[config.mk]
export PLATFORM = sky130hd
export DESIGN_NAME = committer_nw
export DESIGN_NICKNAME = d
export VERILOG_FILES = /design/src/rtl/committer_nw.sv
export SDC_FILE = /design/constraint.sdc
export NUM_CORES = 1
export LEC_CHECK = 0
export BUFFER_PORTS_ARGS = -buffer_cell sky130_fd_sc_hd__buf_2
export CORE_AREA = 2 2 337 339
export DETAILED_ROUTE_END_ITERATION = 8
export DIE_AREA = 0 0 339 341
export HOLD_SLACK_MARGIN = 0.08
export PLACE_DENSITY_LB_ADDON = 0.08
export SLEW_MARGIN = 5
export SYNTH_ARGS = -nofsm -noshare
export SYNTH_HDL_FRONTEND = slang
export SYNTH_SLANG_ARGS = --single-unit
[constraint.sdc]
create_clock -name clk_i -period 3.5 [get_ports clk_i]
set_input_delay 0.7 -clock clk_i [delete_from_list [all_inputs] [get_ports clk_i]]
set_output_delay 0.7 -clock clk_i [all_outputs]
set_load 0.005 [all_outputs]
[src/rtl/committer_nw.sv]
// N-wide in-order commit stage: matches scoreboard-FIFO entries to EX pipeline
// outputs, retires the longest valid prefix and tracks the first fault.
package committer_nw_pkg;
    localparam int unsigned RegW  = 32;
    localparam int unsigned MaxPl = 4;

    typedef struct packed {
        logic [MaxPl:0] pl;
    } sbd_fifo_t;

    typedef struct packed {
        logic            err;
        logic            we;
        logic            wrsv;
        logic [4:0]      waddr;
        logic [RegW-1:0] wdata;
        logic [31:0]     pc;
        logic [31:0]     mcause;
        logic [31:0]     mtval;
    } pl_out_t;

    typedef struct packed {
        logic [31:0] pc;
        logic [31:0] mcause;
        logic [31:0] mtval;
    } cmt_err_info_t;

    localparam cmt_err_info_t NULL_CMT_ERR_INFO = '0;
endpackage

module committer_nw
    import committer_nw_pkg::*;
#(
    parameter int unsigned CmtW      = 2,
    parameter int unsigned NumPl     = 4,
    parameter int unsigned LsPl      = 3,
    parameter bit          CHERIoTEn = 1'b0
) (
    input  logic                       clk_i,
    input  logic                       rst_ni,
    input  logic [CmtW-1:0]            sbdfifo_rd_valid_i,
    input  sbd_fifo_t [CmtW-1:0]       sbdfifo_rdata_i,
    output logic [CmtW-1:0]            sbdfifo_rd_rdy_o,
    input  logic [NumPl-1:0]           pl_valid_i,
    input  pl_out_t [NumPl-1:0]        pl_output_i,
    output logic [NumPl-1:0]           pl_rdy_o,
    input  logic                       cmt_flush_i,
    output logic [31:0]                cmt_regwr_o,
    output logic                       cmt_err_o,
    output cmt_err_info_t              cmt_err_info_o,
    output logic [63:0]                cmt_retire_cnt_o,
    output logic [CmtW-1:0][4:0]       rf_waddr_o,
    output logic [CmtW-1:0][RegW-1:0]  rf_wdata_o,
    output logic [CmtW-1:0]            rf_we_o,
    output logic [4:0]                 rf_ls_waddr_o,
    output logic [RegW-1:0]            rf_ls_wdata_o,
    output logic                       rf_ls_we_o
);

    typedef enum logic {
        IDLE,
        ERR
    } state_e;

    state_e                     state_q, state_d;
    cmt_err_info_t              err_info_q;
    logic [63:0]                retire_cnt_q;

    logic [CmtW-1:0][NumPl-1:0] sel;
    logic [CmtW-1:0]            avail;
    logic [CmtW-1:0]            err;
    logic [CmtW-1:0]            deq;
    logic [CmtW-1:0]            slot_we;
    logic [CmtW-1:0]            slot_wrsv;
    logic [CmtW-1:0]            slot_is_ls;
    logic [CmtW-1:0][4:0]       slot_waddr;
    logic [CmtW-1:0][RegW-1:0]  slot_wdata;
    logic [CmtW-1:0]            jal_marker;
    logic                       chain_ok;
    logic [NumPl-1:0]           claimed;
    logic [2:0]                 retire_inc;
    logic                       ls_fire;
    logic                       ls_kill;
    cmt_err_info_t              fault_info;
    logic                       fault_seen;
    logic                       unused_inputs;

    // Per-slot pipeline selection and AND-OR mux of the selected pipeline output.
    always_comb begin
        sel        = '0;
        avail      = '0;
        err        = '0;
        slot_we    = '0;
        slot_wrsv  = '0;
        slot_is_ls = '0;
        slot_waddr = '0;
        slot_wdata = '0;
        jal_marker = '0;
        for (int unsigned k = 0; k < CmtW; k++) begin
            sel[k]        = sbdfifo_rdata_i[k].pl[NumPl:1] & {NumPl{sbdfifo_rd_valid_i[k]}};
            jal_marker[k] = sbdfifo_rdata_i[k].pl[0];
            avail[k]      = |(sel[k] & pl_valid_i);
            slot_is_ls[k] = sel[k][LsPl-1];
            for (int unsigned p = 0; p < NumPl; p++) begin
                if (sel[k][p]) begin
                    err[k]        = err[k] | (pl_valid_i[p] & pl_output_i[p].err);
                    slot_we[k]    = slot_we[k] | pl_output_i[p].we;
                    slot_wrsv[k]  = slot_wrsv[k] | pl_output_i[p].wrsv;
                    slot_waddr[k] = slot_waddr[k] | pl_output_i[p].waddr;
                    slot_wdata[k] = slot_wdata[k] | pl_output_i[p].wdata;
                end
            end
        end
    end

    // In-order dequeue chain: stops at the first unavailable, faulting or
    // pipeline-conflicting slot; a faulting slot itself is still dequeued.
    always_comb begin
        chain_ok   = (state_q == IDLE) && !cmt_flush_i;
        claimed    = '0;
        deq        = '0;
        retire_inc = '0;
        pl_rdy_o   = '0;
        for (int unsigned k = 0; k < CmtW; k++) begin
            deq[k]     = chain_ok & avail[k] & ~|(sel[k] & claimed);
            chain_ok   = deq[k] & ~err[k];
            claimed    = claimed | sel[k];
            retire_inc = retire_inc + 3'(deq[k] & ~err[k]);
            for (int unsigned p = 0; p < NumPl; p++) begin
                pl_rdy_o[p] = pl_rdy_o[p] | (deq[k] & sel[k][p]);
            end
        end
        sbdfifo_rd_rdy_o = deq;
    end

    always_comb begin
        rf_we_o    = '0;
        rf_waddr_o = slot_waddr;
        rf_wdata_o = slot_wdata;
        for (int unsigned k = 0; k < CmtW; k++) begin
            rf_we_o[k] = deq[k] & ~err[k] & slot_we[k] & ~slot_is_ls[k];
        end
    end

    // Load write is dropped when a younger slot writes the same register this cycle.
    always_comb begin
        rf_ls_waddr_o = pl_output_i[LsPl-1].waddr;
        rf_ls_wdata_o = pl_output_i[LsPl-1].wdata;
        ls_fire       = 1'b0;
        ls_kill       = 1'b0;
        for (int unsigned k = 0; k < CmtW; k++) begin
            if (ls_fire && rf_we_o[k] && (rf_waddr_o[k] == rf_ls_waddr_o)) begin
                ls_kill = 1'b1;
            end
            if (deq[k] && !err[k] && slot_is_ls[k] && slot_we[k]) begin
                ls_fire = 1'b1;
            end
        end
        rf_ls_we_o = ls_fire & ~ls_kill;
    end

    always_comb begin
        cmt_regwr_o = '0;
        for (int unsigned k = 0; k < CmtW; k++) begin
            if (rf_we_o[k] && slot_wrsv[k]) begin
                cmt_regwr_o[rf_waddr_o[k]] = 1'b1;
            end
        end
        if (rf_ls_we_o && pl_output_i[LsPl-1].wrsv) begin
            cmt_regwr_o[rf_ls_waddr_o] = 1'b1;
        end
        cmt_regwr_o[0] = 1'b0;
    end

    // The chain ends at the first fault, so at most one dequeued slot faults.
    always_comb begin
        fault_info = NULL_CMT_ERR_INFO;
        fault_seen = 1'b0;
        for (int unsigned k = 0; k < CmtW; k++) begin
            if (deq[k] && err[k]) begin
                fault_seen = 1'b1;
                for (int unsigned p = 0; p < NumPl; p++) begin
                    if (sel[k][p]) begin
                        fault_info.pc     = fault_info.pc | pl_output_i[p].pc;
                        fault_info.mcause = fault_info.mcause | pl_output_i[p].mcause;
                        fault_info.mtval  = fault_info.mtval | pl_output_i[p].mtval;
                    end
                end
            end
        end
    end

    always_comb begin
        state_d = state_q;
        unique case (state_q)
            IDLE: if (fault_seen) state_d = ERR;
            ERR:  if (cmt_flush_i) state_d = IDLE;
            default: state_d = IDLE;
        endcase
    end

    always_ff @(posedge clk_i or negedge rst_ni) begin
        if (!rst_ni) begin
            state_q      <= IDLE;
            err_info_q   <= NULL_CMT_ERR_INFO;
            retire_cnt_q <= '0;
        end else begin
            state_q      <= state_d;
            if (state_q == IDLE && state_d == ERR) begin
                err_info_q <= fault_info;
            end
            retire_cnt_q <= retire_cnt_q + 64'(retire_inc);
        end
    end

    assign cmt_err_o        = (state_q == ERR);
    assign cmt_err_info_o   = err_info_q;
    assign cmt_retire_cnt_o = retire_cnt_q;
    assign unused_inputs    = ^jal_marker ^ CHERIoTEn;

endmodule
== Word level (Yosys, flattened, before mapping) ==
Cells that the tools add are included.
Word-level totals
  flip-flop bits (word level): 161
  output and inout bits: 313
Cells by class
  multiplexer cells: 73
  $add $sub $neg: 2
  $lt $le $gt $ge: 6
  eq/ne operators: 1
  reduce and logical (&&, ||, !) cells: 25
  bitwise gates (word level): 94
Operators by type and width (count)
  96-bit two-way mux: 16
  32-bit bitwise OR: 29
  32-bit two-way mux: 11
  64-bit by 3-bit adder with 64-bit output: 1
  5-bit two-way mux: 8
  1-bit two-way mux: 34
  5-bit bitwise OR: 6
  1-bit bitwise AND: 22
  1-bit bitwise OR: 22
  4-bit bitwise AND: 5
  1-bit logical AND: 18
  5-bit by 6-bit < comparator with 1-bit output, second input constant: 3
  1-bit demux with 5-bit select: 3
  5-bit by 1-bit greater-or-equal comparator with 1-bit output, second input constant: 3
  4-bit OR reduction: 3
  1-bit by 3-bit bitwise AND with 3-bit output: 2
  1-bit NOT: 6
  1-bit NOT with 3-bit output: 2
  5-bit equality test: 1
  1-bit logical NOT: 4
  3-bit adder: 1
  1-bit case mux with 2 select lines: 1

== Depth between registers and ports, before layout ==
Gate-level depths: netlist of the first run.
  depth after elaboration: 31
  mapped depth: 18
  gate-level depth less buffers: 15

== Worst setup path after synthesis of the first run ==
No wires, ideal clock.
  path type: in2reg
  start point: input sbdfifo_rd_valid_i[0]
  end point: register retire_cnt_q[58] (netlist: cmt_retire_cnt_o[58])
  arrival: 4135 ps
  stages on the path: 18
  required time: 3421 ps
  buffers on the path: 3
  path slack: -714 ps
  cells stage by stage: buf_6 -> nand4_1 -> nand4_2 -> or4_1 -> buf_2 -> nor4_1 -> ha_1 -> ha_1 -> inv_1 -> fa_1 -> and4b_1 -> nand2_1 -> nor2_1 -> nand4_1 -> or2_2 -> clkbuf_1 -> nor3_1 -> xor2_1
On the way
  word-level cells in the longest chain between the ends: 15
  elaborated cells on any way between the ends: 23
  classes of those cells: add/sub: 2; mux: 4; bitwise: 14; reduce/logical: 3
RTL lines
  start: declaration: RTL line 41  | input logic [CmtW-1:0] sbdfifo_rd_valid_i,
  4-bit bitwise AND *: RTL line 100  | sel[k] = sbdfifo_rdata_i[k].pl[NumPl:1] & {NumPl{sbdfifo_rd_valid_i[k]}};
  1-bit two-way mux: RTL line 105  | if (sel[k][p]) begin
  1-bit bitwise OR: RTL line 106  | err[k] = err[k] | (pl_valid_i[p] & pl_output_i[p].err);
  1-bit two-way mux: RTL line 105
  1-bit bitwise OR: RTL line 106
  1-bit two-way mux: RTL line 105
  1-bit bitwise OR: RTL line 106
  1-bit two-way mux: RTL line 105
  1-bit NOT: RTL line 126  | chain_ok = deq[k] & ~err[k];
  1-bit bitwise AND: RTL line 126
  1-bit bitwise AND (2 in series): RTL line 125  | deq[k] = chain_ok & avail[k] & ~|(sel[k] & claimed);
  1-bit by 3-bit bitwise AND with 3-bit output: RTL line 128  | retire_inc = retire_inc + 3'(deq[k] & ~err[k]);
  3-bit adder *: RTL line 128
  64-bit by 3-bit adder with 64-bit output *: RTL line 212  | retire_cnt_q <= retire_cnt_q + 64'(retire_inc);
  end signal: assignment: RTL line 212
  end: declaration: RTL line 67  | logic [63:0] retire_cnt_q;
Every way passes the cells marked *; elsewhere a longest branch is shown, timed or not.
A chain may end at the register's enable or synchronous reset.

== Worst setup path in the final report of the first run ==
  start point: input sbdfifo_rdata_i[2] in the netlist's numbering
  end point: output cmt_regwr_o[10]
On the way
  word-level cells in the longest chain between the ends: 20
  elaborated cells on any way between the ends: 63
  classes of those cells: order compare: 2; mux: 20; bitwise: 25; reduce/logical: 16
RTL lines
  start: declaration: RTL line 42  | input sbd_fifo_t [CmtW-1:0] sbdfifo_rdata_i,
  4-bit bitwise AND *: RTL line 100
  parallel branches: the longest is 18 deep, another holds 5-bit by 6-bit < comparator with 1-bit output
  32-bit two-way mux *: RTL line 169  | if (rf_ls_we_o && pl_output_i[LsPl-1].wrsv) begin
  end: declaration: RTL line 48  | output logic [31:0] cmt_regwr_o,
Mark *: on every way between the ends.

==> impl_metrics.toml, run 1 <==
[run_status]
status = "complete, but fails checks"
violations = "setup timing"

[synthesis]
syn-cell-area_mm2 = 0.0137
synth_edf_count = 0
yosysWarningCount = 0
yosysSeqAreaShare = 0.295
synthFlopType = "dfrtp_1"
synthDistinctLibCells = 61
syn-num-nets = 2243
syn_avg_cell_area_um2 = 8.15
yosys_register_bits = 161
async_reset_ff_frac = 1.00
synth_cells = 1676

[critical_path]
path_cells = "buf_2 -> a22o_1 -> o211ai_2 -> or4_4 -> buf_6 -> nand2b_4 -> buf_4 -> o32ai_4 -> buf_6 -> o21ai_4 -> buf_12 -> o211ai_1 -> buf_2"
endpoint_kind = "output port"
slowest_delay_ns = 0.57
crit_slowest_cell = "or4_4"
reg2reg_slack_ns = -0.23
critPathArrivalTime_ns = 3.12
rr_startpoint = "cmt_err_o"
worstPathMaxFanout = 8
rr_worst_depth = 17
setup.worst_path.start_class = "input pin"
critical_path_required_ns = 2.80
cp_top_family = "buffers and inverters"
critPathBufInv = 6
reg2reg_to = "cmt_retire_cnt_o[58]"
worstSetupPathType = "input pin to output port"

[power]
power.density_mw_per_mm2 = 342
p_sw_frac = 0.383
vdd_ir_drop_max_mv = 0.415
seq_power_share = 0.342
comb_power_share = 0.373
p_switching_mw = 2.83
p_clk_frac = 0.285
p_total_mw = 7.39
p_int_mw = 4.57
p_leak_nw = 10.2

[timing]
layout_setup_ws_ns = -0.317
rsz0062_at_grt = "true"
finClkSkew_ns = 0.0195
hold_violations = 0
fmax_mhz = 262
period_share = 1.09
setup_viol = 44
post-route-min-period_ns = 3.82
hold_slack_ns = 0.376
tightestPinTransition_ns = 1.16
fin_tns_setup_ns = -8.53
slew_violations = 0
max_slew_margin = 0.225

[clock_tree]
root_buffer = "clkbuf_16"
cts.htree.levels = 4
clockBufferDepth = 2
cts_buffers = 17
clock-sinks = 161
clk_latency_ns = 0.52
cts_tree = "built"
path_clk_slew_ns = 0.08

[grt]
grt_pass1_wl_mm = 145
grt_max_degree = 117
globalRouteTotalUtil = 0.170
gr-total-overflow = 0
grt_pass1_vias = 19000
grt_antenna_before_repair = 39

[placement]
io_buffer_count = 872
dp_hpwl_mm = 75.3
dp_slack_ns = -0.928
gp_congestion = 0.885
post_dp_cell_area_mm2 = 0.0201

[drt]
via_per_inst = 4.68
dr_total_vias = 18900
dr.pass1.iters = 7
drc = 0
drt_iter0_drc = 1492
wl_mm = 104
drtAntennaViolNets = 0
avgRoutedWirePerCell_um = 25.8

[final_layout]
n_fill_cell = 12700
drive_gt1_frac = 0.463
seq_area_mm2 = 0.00403
multi_input_area_mm2 = 0.00923
finalInstanceArea_mm2 = 0.0216
final_nets = 3068
areaGrowthSynthToFinish_pct = 58.4

[floorplan]
rows = 123
dieArea_mm2 = 0.116
dieWidth_um = 339
ios = 876
initial_utilization = 0.122
core_area_mm2 = 0.112
die_h_um = 341

[worst_hold_path]
min-delay-start = "cmt_flush_i"
hold_path_class = "input pin to register"
min_to = "cmt_err_o"
hold_depth = 2

[flow_run]
cap_viol_max_count = 0
-- power by group through the flow --
stage	clock network (mW)	logic, mW	registers [mW]
6_report	2.11	2.76	2.53
5_1_grt	2.28	3.00	2.58
4_1_cts	2.24	2.78	2.53
3_5_place_dp	0	2.76	2.55
3_3_place_gp	0	2.77	2.56
2_1_floorplan	0	1.08	2.52
-- registers in the layout, summed over array words and instances (netlist names) --
name	count
cmt_err_o	1
cmt_err_info_o	96
cmt_retire_cnt_o	64
-- placed cells by master, fill, tap and decap left out, types with 8 or more instances in the layout --
cell	netlist	final
buf_2	9	870
a22oi_1	526	526
nand2_1	244	230
dfrtp_1	161	161
a21oi_1	104	102
buf_4	38	100
a221o_1	96	96
nor2_1	54	38
xnor2_1	33	30
xor2_1	28	28
o221ai_2	0	26
diode_2	0	22
nand3_1	34	22
buf_12	0	21
nand4_1	20	20
inv_1	22	19
clkbuf_16	0	17
buf_6	3	16
nor2_4	1	11
nand3_2	0	11
nand2_4	0	11
and2_4	0	8
and3_1	9	8
a22o_1	8	8
-- metal layers --
metal,up-vias,share of wire,global-route usage
met5,-,0.0015,0
li1,8301,-,-
met2,894,0.50,0.294
met3,107,0.075,0.0467
met1,9560,0.40,0.208
met4,26,0.018,0.0444
-- final cells by class --
cell class,count,area share
antenna,22,0.00254
clock buffer,17,0.0197
clock inverter,14,0.00787
inverter,23,0.00422
multi-input combinational,1288,0.427
sequential,161,0.186
tap,1500,0.0868
timing repair buffer,1010,0.266
-- stage by stage --
step / std cells / util
after floorplan: 1676 / -
after global placement: 3961 / 0.180
after detailed placement: 3961 / 0.180
after CTS: 4002 / 0.190
after global routing: 4027 / 0.193
final: 4035 / 0.193
-- synthesized netlist by cell type (2+ instances only) --
cell type | n | area, um^2
buf_6 | 3 | 33.8
dfrtp_1 | 161 | 4030
or3_1 | 4 | 25.0
nor3_1 | 12 | 60.1
buf_2 | 9 | 45.0
xor2_1 | 28 | 245
nand3_1 | 34 | 170
a222oi_1 | 6 | 60.1
and4_1 | 6 | 52.6
nand2_1 | 244 | 916
or2_2 | 5 | 31.3
a22o_1 | 8 | 70.1
and2_1 | 12 | 75.1
nand4b_1 | 2 | 17.5
and3_1 | 9 | 56.3
a22oi_1 | 526 | 3950
buf_4 | 38 | 285
o221ai_1 | 27 | 236
o22ai_1 | 3 | 18.8
nor4_2 | 2 | 25.0
a21oi_1 | 104 | 521
a221oi_1 | 2 | 17.5
inv_1 | 22 | 82.6
nand3b_1 | 5 | 37.5
buf_1 | 32 | 120
nand4_1 | 20 | 125
nor2b_1 | 3 | 18.8
clkbuf_1 | 122 | 458
or3b_2 | 3 | 26.3
o21ai_0 | 9 | 45.0
nor4_1 | 2 | 12.5
nand2b_1 | 2 | 12.5
xnor2_1 | 33 | 289
ha_1 | 3 | 37.5
nor2_1 | 54 | 203
a221o_1 | 96 | 961
-- worst max-delay path by stage --
stage                               start                    to  slack [ns]  cells after the start
finish                 sbdfifo_rdata_i[2]       cmt_regwr_o[10]       -0.32                     13
CTS                             cmt_err_o  cmt_retire_cnt_o[58]       -0.34                     16
detailed placement     sbdfifo_rdata_i[2]  cmt_retire_cnt_o[54]       -0.93                     17
global placement       sbdfifo_rdata_i[2]  cmt_retire_cnt_o[54]       -0.97                     17
floorplan           sbdfifo_rd_valid_i[0]  cmt_retire_cnt_o[58]       -0.48                     18
global route                    cmt_err_o        cmt_regwr_o[8]       -0.42                     13
-- repair_timing --
item / 4_1_cts / 5_1_grt
hold buffers: 1 / 0
pin swaps: 19 / 21
endpoints found under the setup margin: 86 / 83
setup buffers: 8 / 12
hold endpoints to repair: 23 / 0
cloned: 2 / 0
gates resized for setup: 85 / 58
-- cells by family (layout without fill, tap and decap cells) --
group           Yosys count  count (layout)  synth area share
xor+xnor                 61              61            0.0391
buf+inv                 227            1064            0.0753
fa+ha+maj                 4               4           0.00421
mux                       1               1          0.000733
flops                   161             161             0.295
simple gates            428             428             0.145
other cells               1              23          0.000275
compound gates          793             793             0.441
(Power assumes the default switching activity.)
==> run 2: changes to the inputs <==
==> constraint.sdc (replaced) <==
create_clock -name clk_i -period 3.3 [get_ports clk_i]
set_input_delay 0.66 -clock clk_i [delete_from_list [all_inputs] [get_ports clk_i]]
set_output_delay 0.66 -clock clk_i [all_outputs]
set_load 0.005 [all_outputs]
==> impl_metrics.toml, run 2 (synthesized netlist as in run 1, its figures left out) <==
[drt]
via_per_inst = 4.70
dr_total_vias = 19100
wl_mm = 104
drtAntennaViolNets = 0
dr.pass1.iters = 6
avgRoutedWirePerCell_um = 25.7
drt_iter0_drc = 1510
drc = 0

[grt]
grt_antenna_before_repair = 44
grt_pass1_wl_mm = 145
grt_max_degree = 97
grt_pass1_vias = 19400
globalRouteTotalUtil = 0.171
gr-total-overflow = 0

[critical_path]
critPathArrivalTime_ns = 3.04
worstPathMaxFanout = 11
setup.worst_path.start_class = "input pin"
worstSetupPathType = "input pin to output port"
endpoint_kind = "output port"
critical_path_required_ns = 2.64

[floorplan]
dieArea_mm2 = 0.116
rows = 123
initial_utilization = 0.122
core_area_mm2 = 0.112
dieWidth_um = 339
ios = 876
die_h_um = 341

[clock_tree]
holdBufCountCts = 0
path_clk_slew_ns = 0.08
clock-sinks = 161
root_buffer = "clkbuf_16"
clk_latency_ns = 0.52
clockBufferDepth = 2
cts_tree = "built"
cts.htree.levels = 4
cts_buffers = 17

[timing]
slew_violations = 0
tightestPinTransition_ns = 1.02
fin_tns_setup_ns = -15.18
period_share = 1.12
rsz0062_at_grt = "true"
layout_setup_ws_ns = -0.399
hold_violations = 0
setup_viol = 61
finClkSkew_ns = 0.0203
fmax_mhz = 270
post-route-min-period_ns = 3.70
max_slew_margin = 0.320

[final_layout]
final_cells = 4060
areaGrowthSynthToFinish_pct = 59.6
layout_common_cells = "870 x buf_2, 525 x a22oi_1, 233 x nand2_1"
largest_reg_flops = 96
final_core_util = 0.195
drive_gt1_frac = 0.470
final_nets = 3086
layout.cells.most_common = "buf_2"
n_fill_cell = 12700

[power]
vdd_ir_drop_max_mv = 0.443
power.density_mw_per_mm2 = 360
p_int_mw = 4.76
seq_power_share = 0.341
p_sw_frac = 0.394
p_switching_mw = 3.09
p_total_mw = 7.85
comb_power_share = 0.376
p_clk_frac = 0.283
p_leak_nw = 10.2

[placement]
io_buffer_count = 872
gp_congestion = 0.868
dp_hpwl_mm = 75.1
placed_cells = 3979

[flow_run]
cap_viol_max_count = 0

[run_status]
violations = "setup timing"
status = "complete, but fails checks"

[worst_hold_path]
hold_path_class = "input pin to async pin"
[run 2: cell count changes in the layout (fill, tap and decap cells not counted), sizes merged]
cell         delta
diode           +6
bufinv          -2
clkinv          +1
clkbuf          +1
buf            +19
inv             +2
dlygate4sd3     -1
clkinvlp        -1
[run 2: path summary, 6_finish.rpt]
path | from | slack (ns) | depth (start not counted) | end
max | sbdfifo_rdata_i[8] | -0.40 | 15 | cmt_regwr_o[8]
min | rst_ni | 0.20 | 1 | cmt_err_info_o[16]
max reg2reg | cmt_err_o | -0.35 | 17 | cmt_retire_cnt_o[58]
min reg2reg | cmt_retire_cnt_o[63] | 0.48 | 1 | cmt_retire_cnt_o[63]
max in group asynchronous | rst_ni | 2.26 | 2 | cmt_retire_cnt_o[5]
min in group clk_i | cmt_flush_i | 0.36 | 2 | cmt_err_o
[run 2: power groups by stage]
stage	Clock, mW	Sequential, mW	Combinational, mW
global placement	0	2.71	2.94
CTS	2.36	2.67	2.97
floorplan	0	2.67	1.14
finish	2.22	2.67	2.95
detailed placement	0	2.69	2.94
global route	2.42	2.72	3.19
[run 2: layout make-up]
cell class	count	area, um^2	area share
Tap cell	1500	1880	0.0861
Clock buffer	18	439	0.0201
Clock inverter	14	163	0.00746
Sequential cell	161	4030	0.185
Antenna cell	28	70.1	0.00321
Timing Repair Buffer	1028	5780	0.265
Inverter	23	88.8	0.00408
Multi-Input combinational cell	1288	9350	0.429
[run 2: per-layer routing]
| metal | share of wire | vias up | track usage |
|---|---|---|---|
| met5 | 0.0018 | - | 0 |
| met4 | 0.022 | 32 | 0.0560 |
| met3 | 0.064 | 130 | 0.0422 |
| met2 | 0.50 | 892 | 0.293 |
| met1 | 0.41 | 9678 | 0.207 |
| li1 | - | 8345 | - |
[run 2: repair_timing]
action	CTS	global route
pin swaps	23	25
resized for setup	97	67
setup endpoints to repair	80	86
setup buffers	14	11
gates cloned	1	0
[run 2: through the flow]
step	worst slack [ns]	instance area [um^2]	hold slack, ns
floorplan	-0.636	13700	0.364
global placement	-1.01	20200	0.460
detailed placement	-1.04	20200	0.466
CTS	-0.425	21300	0.190
global route	-0.553	21800	0.229
finish	-0.399	21800	0.196
[run 2: critical path: stages]
cell and delay, ns:
buf_2 0.12, buf_4 0.13, buf_6 0.14, and2_4 0.16, and3_1 0.21, buf_4 0.15
nor4_4 0.22, buf_4 0.17, nand2b_4 0.11, o32ai_4 0.19, buf_4 0.17, a32oi_2 0.11
buf_6 0.17, o221ai_2 0.16, buf_2 0.15
